===== src/rtl/clk_freq_meter_pkg.sv =====
// Shared types and constants for the clock frequency meter.
// The optional limit checker is enabled with the CLK_FREQ_METER_LIMITS_EN macro (see clk_freq_meter).
package clk_freq_meter_pkg;

  typedef enum logic [1:0] {
    IDLE    = 2'd0,
    MEASURE = 2'd1,
    REPORT  = 2'd2
  } state_e;

  localparam int SYNC_STAGES = 2;

  // Width of a counter that must hold values 0..cycles-1.
  function automatic int gate_w(input int cycles);
    return (cycles > 1) ? $clog2(cycles) : 1;
  endfunction

endpackage


===== src/rtl/clk_edge_sync.sv =====
// One measured clock sampled as data: SYNC_STAGES-deep synchronizer plus a history
// flop; edge_o pulses for one clk_i cycle per detected rising edge.
module clk_edge_sync
  import clk_freq_meter_pkg::*;
(
  input  logic clk_i,
  input  logic rst_ni,
  input  logic meas_clk_i,
  output logic edge_o
);

  logic [SYNC_STAGES-1:0] sync_q;
  logic                   hist_q;

  always_ff @(posedge clk_i or negedge rst_ni) begin
    if (!rst_ni) begin
      sync_q <= '0;
      hist_q <= 1'b0;
    end else begin
      sync_q <= {sync_q[SYNC_STAGES-2:0], meas_clk_i};
      hist_q <= sync_q[SYNC_STAGES-1];
    end
  end

  assign edge_o = sync_q[SYNC_STAGES-1] & ~hist_q;

endmodule


===== src/rtl/clk_freq_meter.sv =====
// Counts rising edges of NUM_CH asynchronous clocks over a GATE_CYCLES window of clk_i.
// Define CLK_FREQ_METER_LIMITS_EN to add per-channel lo/hi limit checking (in_range_o).
module clk_freq_meter
  import clk_freq_meter_pkg::*;
#(
  parameter int NUM_CH      = 4,
  parameter int GATE_CYCLES = 1000,
  parameter int CNT_W       = 16,
  parameter int CONTINUOUS  = 0
) (
  input  logic                    clk_i,
  input  logic                    rst_ni,
  input  logic [NUM_CH-1:0]       meas_clk_i,
  input  logic                    start_i,
  output logic                    busy_o,
  output logic                    valid_o,
  input  logic                    ready_i,
  output logic [NUM_CH*CNT_W-1:0] count_o,
  output logic                    overrun_o,
`ifdef CLK_FREQ_METER_LIMITS_EN
  input  logic [NUM_CH*CNT_W-1:0] lo_lim_i,
  input  logic [NUM_CH*CNT_W-1:0] hi_lim_i,
  output logic [NUM_CH-1:0]       in_range_o,
`endif
  output logic [1:0]              state_o
);

  localparam int              GW        = gate_w(GATE_CYCLES);
  localparam logic [GW-1:0]   GATE_LAST = GW'(GATE_CYCLES - 1);
  localparam logic [CNT_W-1:0] CNT_MAX  = '1;
  localparam bit              CONT      = (CONTINUOUS != 0);

  state_e           state_q, state_d;
  logic [GW-1:0]    gate_q;
  logic [CNT_W-1:0] cnt_q   [NUM_CH];
  logic [CNT_W-1:0] cnt_inc [NUM_CH];
  logic [NUM_CH-1:0] edge_w;
  logic             gate_last;
  logic             clr_cnt;
  logic             run_cnt;
  logic             capture;
  logic             ovr_set;

  for (genvar k = 0; k < NUM_CH; k++) begin : g_sync
    clk_edge_sync u_sync (
      .clk_i      (clk_i),
      .rst_ni     (rst_ni),
      .meas_clk_i (meas_clk_i[k]),
      .edge_o     (edge_w[k])
    );
  end

  assign gate_last = (gate_q == GATE_LAST);

  // Saturating next count; also the value captured on the last gate cycle,
  // so an edge landing on that cycle is included.
  always_comb begin
    for (int k = 0; k < NUM_CH; k++) begin
      cnt_inc[k] = (edge_w[k] && (cnt_q[k] != CNT_MAX)) ? cnt_q[k] + CNT_W'(1) : cnt_q[k];
    end
  end

  // valid_o/ready_i: a result transfers on any cycle where both are high;
  // until then valid_o stays high and count_o stays fixed.
  always_ff @(posedge clk_i or negedge rst_ni) begin
    if (!rst_ni) state_q <= IDLE;
    else         state_q <= state_d;
  end

  always_comb begin
    state_d = state_q;
    clr_cnt = 1'b0;
    run_cnt = 1'b0;
    capture = 1'b0;
    ovr_set = 1'b0;
    case (state_q)
      IDLE: begin
        clr_cnt = 1'b1;
        if (start_i || CONT) state_d = MEASURE;
      end
      MEASURE: begin
        run_cnt = 1'b1;
        if (gate_last) begin
          capture = 1'b1;
          state_d = REPORT;
        end
      end
      REPORT: begin
        if (ready_i) begin
          clr_cnt = 1'b1;
          state_d = CONT ? MEASURE : IDLE;
        end else if (CONT) begin
          // Background window; a completed one here is a dropped result.
          run_cnt = 1'b1;
          ovr_set = gate_last;
        end
      end
      default: state_d = IDLE;
    endcase
  end

  always_ff @(posedge clk_i or negedge rst_ni) begin
    if (!rst_ni) begin
      gate_q <= '0;
      for (int k = 0; k < NUM_CH; k++) cnt_q[k] <= '0;
    end else if (clr_cnt || (run_cnt && gate_last)) begin
      gate_q <= '0;
      for (int k = 0; k < NUM_CH; k++) cnt_q[k] <= '0;
    end else if (run_cnt) begin
      gate_q <= gate_q + GW'(1);
      for (int k = 0; k < NUM_CH; k++) cnt_q[k] <= cnt_inc[k];
    end
  end

  always_ff @(posedge clk_i or negedge rst_ni) begin
    if (!rst_ni) begin
      count_o   <= '0;
      overrun_o <= 1'b0;
    end else begin
      if (capture) begin
        for (int k = 0; k < NUM_CH; k++) count_o[k*CNT_W +: CNT_W] <= cnt_inc[k];
      end
      if (ovr_set)      overrun_o <= 1'b1;
      else if (start_i) overrun_o <= 1'b0;
    end
  end

`ifdef CLK_FREQ_METER_LIMITS_EN
  always_ff @(posedge clk_i or negedge rst_ni) begin
    if (!rst_ni) begin
      in_range_o <= '0;
    end else if (capture) begin
      for (int k = 0; k < NUM_CH; k++) begin
        in_range_o[k] <= (cnt_inc[k] >= lo_lim_i[k*CNT_W +: CNT_W]) &&
                         (cnt_inc[k] <= hi_lim_i[k*CNT_W +: CNT_W]);
      end
    end
  end
`endif

  assign valid_o = (state_q == REPORT);
  assign busy_o  = (state_q != IDLE);
  assign state_o = state_q;

endmodule


===== config.mk =====
export PLATFORM = sky130hd
export DESIGN_NAME = clk_freq_meter
export DESIGN_NICKNAME = d
export VERILOG_FILES = /design/src/rtl/clk_freq_meter_pkg.sv /design/src/rtl/clk_edge_sync.sv /design/src/rtl/clk_freq_meter.sv
export SDC_FILE = /design/constraint.sdc
export NUM_CORES = 1
export LEC_CHECK = 0
export ABC_AREA = 1
export BUFFER_PORTS_ARGS = -buffer_cell sky130_fd_sc_hd__buf_2
export CORE_MARGIN = 2
export CORE_UTILIZATION = 26
export DETAILED_ROUTE_END_ITERATION = 10
export PLACE_DENSITY = 0.47
export SYNTH_ARGS = -nofsm -noshare
export SYNTH_HDL_FRONTEND = slang
export SYNTH_SLANG_ARGS = --single-unit

===== constraint.sdc =====
create_clock -name clk_i -period 3 [get_ports clk_i]
set_clock_uncertainty 0.2 [all_clocks]
set_input_delay 0.3 -clock clk_i [delete_from_list [all_inputs] [get_ports clk_i]]
set_output_delay 0.3 -clock clk_i [all_outputs]
set_load 0.05 [all_outputs]

==> results.md <==
* Seq cells post-synth at around 150
* Number of global-route vias before repair at about 6700
* I/O pin count at 77
* Clk pwr share at 43.1%
* Finished Cell Area at 0.00951 sq mm
* MaxCap Viol Count at 0
* Fraction of layout cells with a size suffix above 1 at 13.0%
* Crit path capture type: register
* Slew Limit Fails at 0
* Synth Net Count at ~1100
* Arr. time, crit path at between 2 and 2.5 ns
* Yosys warning count at 0
* Buffers and inverters on the worst path at 2
* Final setup vio count at 0
* Critical path's top delay family: buffers and inverters
* Die height at 180 um
* Reg power frac at ~47%
* Max stage delay on crit path at around 0.44 ns
* Post-Route WL at around 21 mm
* CP dominant cell by count: nand2_1
* Layout filler cell count at between 3000 and 4000
* Status: completed
* Area growth, synth to finish at 17.5%
* Detailed-router iteration count before antenna repair at 5
* Gp weighted congestion at around 0.79
* DRC Markers at 0
* Detail Route Antenna Nets at 0
* Largest net degree at the start of global routing at 65
* Worst setup SP type: register
* Post-CTS Resized at 0
* Max Root-Sink Buffers at 2
* Comb pwr share at 10.2%
* WL/cell at around 13 um
* Drt initial violations at between 400 and 500
* Diode count at 0
* Total gr overflow at 0
* CTS tree: built
* First-pass GRT wire length at 35.1 mm
* Post-placement cell area at 0.00886 sq mm
* Leakage at a little over 5 nW
* Crit path required time at 3.16 ns
* CTS buffer count at 17
* Core Area at a little over 0.03 sq mm
* H-Tree Depth at 4
* Hold WC Path Type: reg -> reg
* Post-CTS Setup Bufs at 0
* Fin Setup TNS at 0 ns
* NetSw at 1.34 mW
* Sw Share at around 27%
* Initial Utilization at about a quarter
* GRT Total Usage at between 10% and 20%
* Fin nets at 1199
* Clk_lat worst skew at 0.43 ns
* HPWL Detailed at between 10 and 15 mm
* Post-synth top area share at 47.0%
* Vias after detailed routing at slightly below 7000
* Hold Fails Final Rpt at 0
* Least-Margin Pin Slew at around 0.66 ns
* Die width at roughly 180 um
* Int Pwr at around 3.6 mW
* Critical path class: reg -> reg
* Clock transition at the registers of the reported paths at 0.06 ns
* Avg Cell Area, Syn at roughly 7.3 sq um
* Final min period at between 2 and 2.5 ns
* Yosys top cell by area: dfrtp_1
* Max-slew headroom at a little under three fifths
* Pwr per Cell Area at approximately 520 mW/mm^2
* Max Fanout on Critical Path at 25
* Die Area at between 0.03 and 0.04 sq mm
* Netlist cell types at 33
* CTS root buf: clkbuf_16
* Largest cells by area after synthesis: dfrtp_1 47%, nand2_1 24%, nand3_1 10%
* Vias/cell at roughly 4.4
* Mapped Area at approximately 0.0081 sq mm
* VDD IR-drop max at roughly 0.36 mV
* Crit share post-route at 75.4%
* Crit-path cells: ha_1 -> nand4_1 -> nand3b_1 -> nand2_1 -> inv_2 -> buf_4 -> nand3_1 -> nand2_1
* Slowest CP cell: inv_2
* Initial antenna violation count at 0
* FP Rows at 64
* Port-buffer cells at between 70 and 80
* Clock Sinks at 152
* F_max at 0.442 GHz
* RSZ-0062 raised after global routing: no
* Mapped Cells at between 1000 and 1500
* Seq/Total Area, Yosys at a little under half
[logic make-up (layout without fill, tap and decap cells)]
| kind of cell | after synthesis | in the layout | share of synthesized area [%] |
|---|---|---|---|
| buf+inv | 136 | 223 | 7.58 |
| other cells | 1 | 1 | 0.0463 |
| flops | 152 | 152 | 47.0 |
| xor+xnor | 14 | 14 | 1.52 |
| simple gates | 791 | 791 | 42.0 |
| compound gates | 12 | 12 | 1.08 |
| fa+ha+maj | 5 | 5 | 0.773 |
[layer usage]
layer  GRT usage, %  share of wire (%)  vias to the layer above
li1               -                  -                     3617
met1           18.2                 50                     3222
met2           21.1                 45                       95
met3           2.85                2.9                       14
met4           3.42                1.1                        0
met5              0                  0                        -
[sequential cells by signal, summed over array words and instances, names as in the netlist]
register,count
cnt_q,64
state_o,2
gate_q,10
g_sync.u_sync.sync_q,8
g_sync.u_sync.hist_q,4
count_o,64
[final timing paths]
check | start | endpoint | slack, ns | cells past startpoint
min in group asynchronous | rst_ni | g_sync[2].u_sync.sync_q[0]$_DFF_PN0_ | 0.21 | 2
setup / recovery | gate_q[0]$_DFFE_PN0P_ | cnt_q[27]$_DFFE_PN0P_ | 0.74 | 8
hold reg to reg | g_sync[1].u_sync.sync_q[0]$_DFF_PN0_ | g_sync[1].u_sync.sync_q[1]$_DFF_PN0_ | 0.15 | 0
max in group asynchronous | rst_ni | cnt_q[36]$_DFFE_PN0P_ | 1.56 | 3
setup reg to reg | gate_q[0]$_DFFE_PN0P_ | cnt_q[27]$_DFFE_PN0P_ | 0.74 | 8
hold / removal | g_sync[1].u_sync.sync_q[0]$_DFF_PN0_ | g_sync[1].u_sync.sync_q[1]$_DFF_PN0_ | 0.15 | 0
[area by class of cell]
| class | count | area [sq um] | area share [%] |
|---|---|---|---|
| sequential | 152 | 3800 | 40.0 |
| multi-input combinational | 823 | 3680 | 38.7 |
| timing repair buffer | 92 | 577 | 6.07 |
| tap | 396 | 495 | 5.21 |
| clock buffer | 21 | 480 | 5.05 |
| inverter | 100 | 375 | 3.95 |
| clock inverter | 10 | 93.8 | 0.987 |
[power groups by stage]
stage          Clock, mW  Combinational (mW)  Sequential [mW]
2_1_floorplan          0               0.384             2.30
3_3_place_gp           0               0.495             2.33
5_1_grt             2.27               0.583             2.32
6_report            2.12               0.499             2.30
4_1_cts             2.19               0.510             2.30
3_5_place_dp           0               0.503             2.33
[stage by stage]
stage | worst slack [ns] | cells | power [mW] | hold WS [ns] | util (%)
2_1_floorplan | 1.03 | 1111 | 2.68 | -0.196 | -
3_3_place_gp | 0.781 | 1556 | 2.83 | 0.133 | 29.0
3_5_place_dp | 0.719 | 1556 | 2.84 | 0.137 | 29.0
4_1_cts | 0.707 | 1594 | 5.00 | 0.152 | 31.1
5_1_grt | 0.560 | 1594 | 5.18 | 0.153 | 31.1
6_report | 0.738 | 1594 | 4.92 | 0.148 | 31.1
[cells in the mapped netlist (all sizes together)]
| library cell | number |
|---|---|
| a21o | 1 |
| a21oi | 1 |
| buf | 34 |
| clkbuf | 2 |
| clkinv | 1 |
| conb | 1 |
| dfrtp | 152 |
| ha | 5 |
| inv | 99 |
| nand2 | 519 |
| nand3 | 165 |
| nand3b | 8 |
| nand4 | 11 |
| nor2 | 82 |
| nor3 | 6 |
| o21ai | 6 |
| o21bai | 3 |
| o31ai | 1 |
| xnor2 | 1 |
| xor2 | 13 |
[worst reg2reg max path: stages, from the launching register on]
cell	delay, ns
dfrtp_1	0.40
ha_1	0.24
nand4_1	0.09
nand3b_1	0.19
nand2_1	0.13
inv_2	0.44
buf_4	0.34
nand3_1	0.10
nand2_1	0.07
[cells in the final DEF, fill, tap and decap left out, types with 4 or more instances in the layout]
master | netlist | final
ha_1 | 5 | 5
inv_1 | 97 | 94
nand2_2 | 9 | 9
clkbuf_16 | 0 | 17
inv_2 | 2 | 5
nor2_1 | 68 | 67
dlygate4sd3_1 | 0 | 7
buf_4 | 9 | 6
nand3_2 | 4 | 4
nor3_1 | 6 | 6
nor2_4 | 7 | 8
dfrtp_1 | 152 | 152
nor2_2 | 7 | 7
nand3_1 | 161 | 161
nand3b_1 | 6 | 6
buf_12 | 0 | 4
buf_2 | 19 | 74
xor2_1 | 13 | 13
nand4_1 | 9 | 9
nand2_1 | 509 | 509
clkbuf_8 | 0 | 4
[timing repair]
item	CTS	global route
setup endpoints to repair	0	0
hold buffers	7	0
endpoints found under the hold margin	66	0
Power figures use the tool's default switching activity.
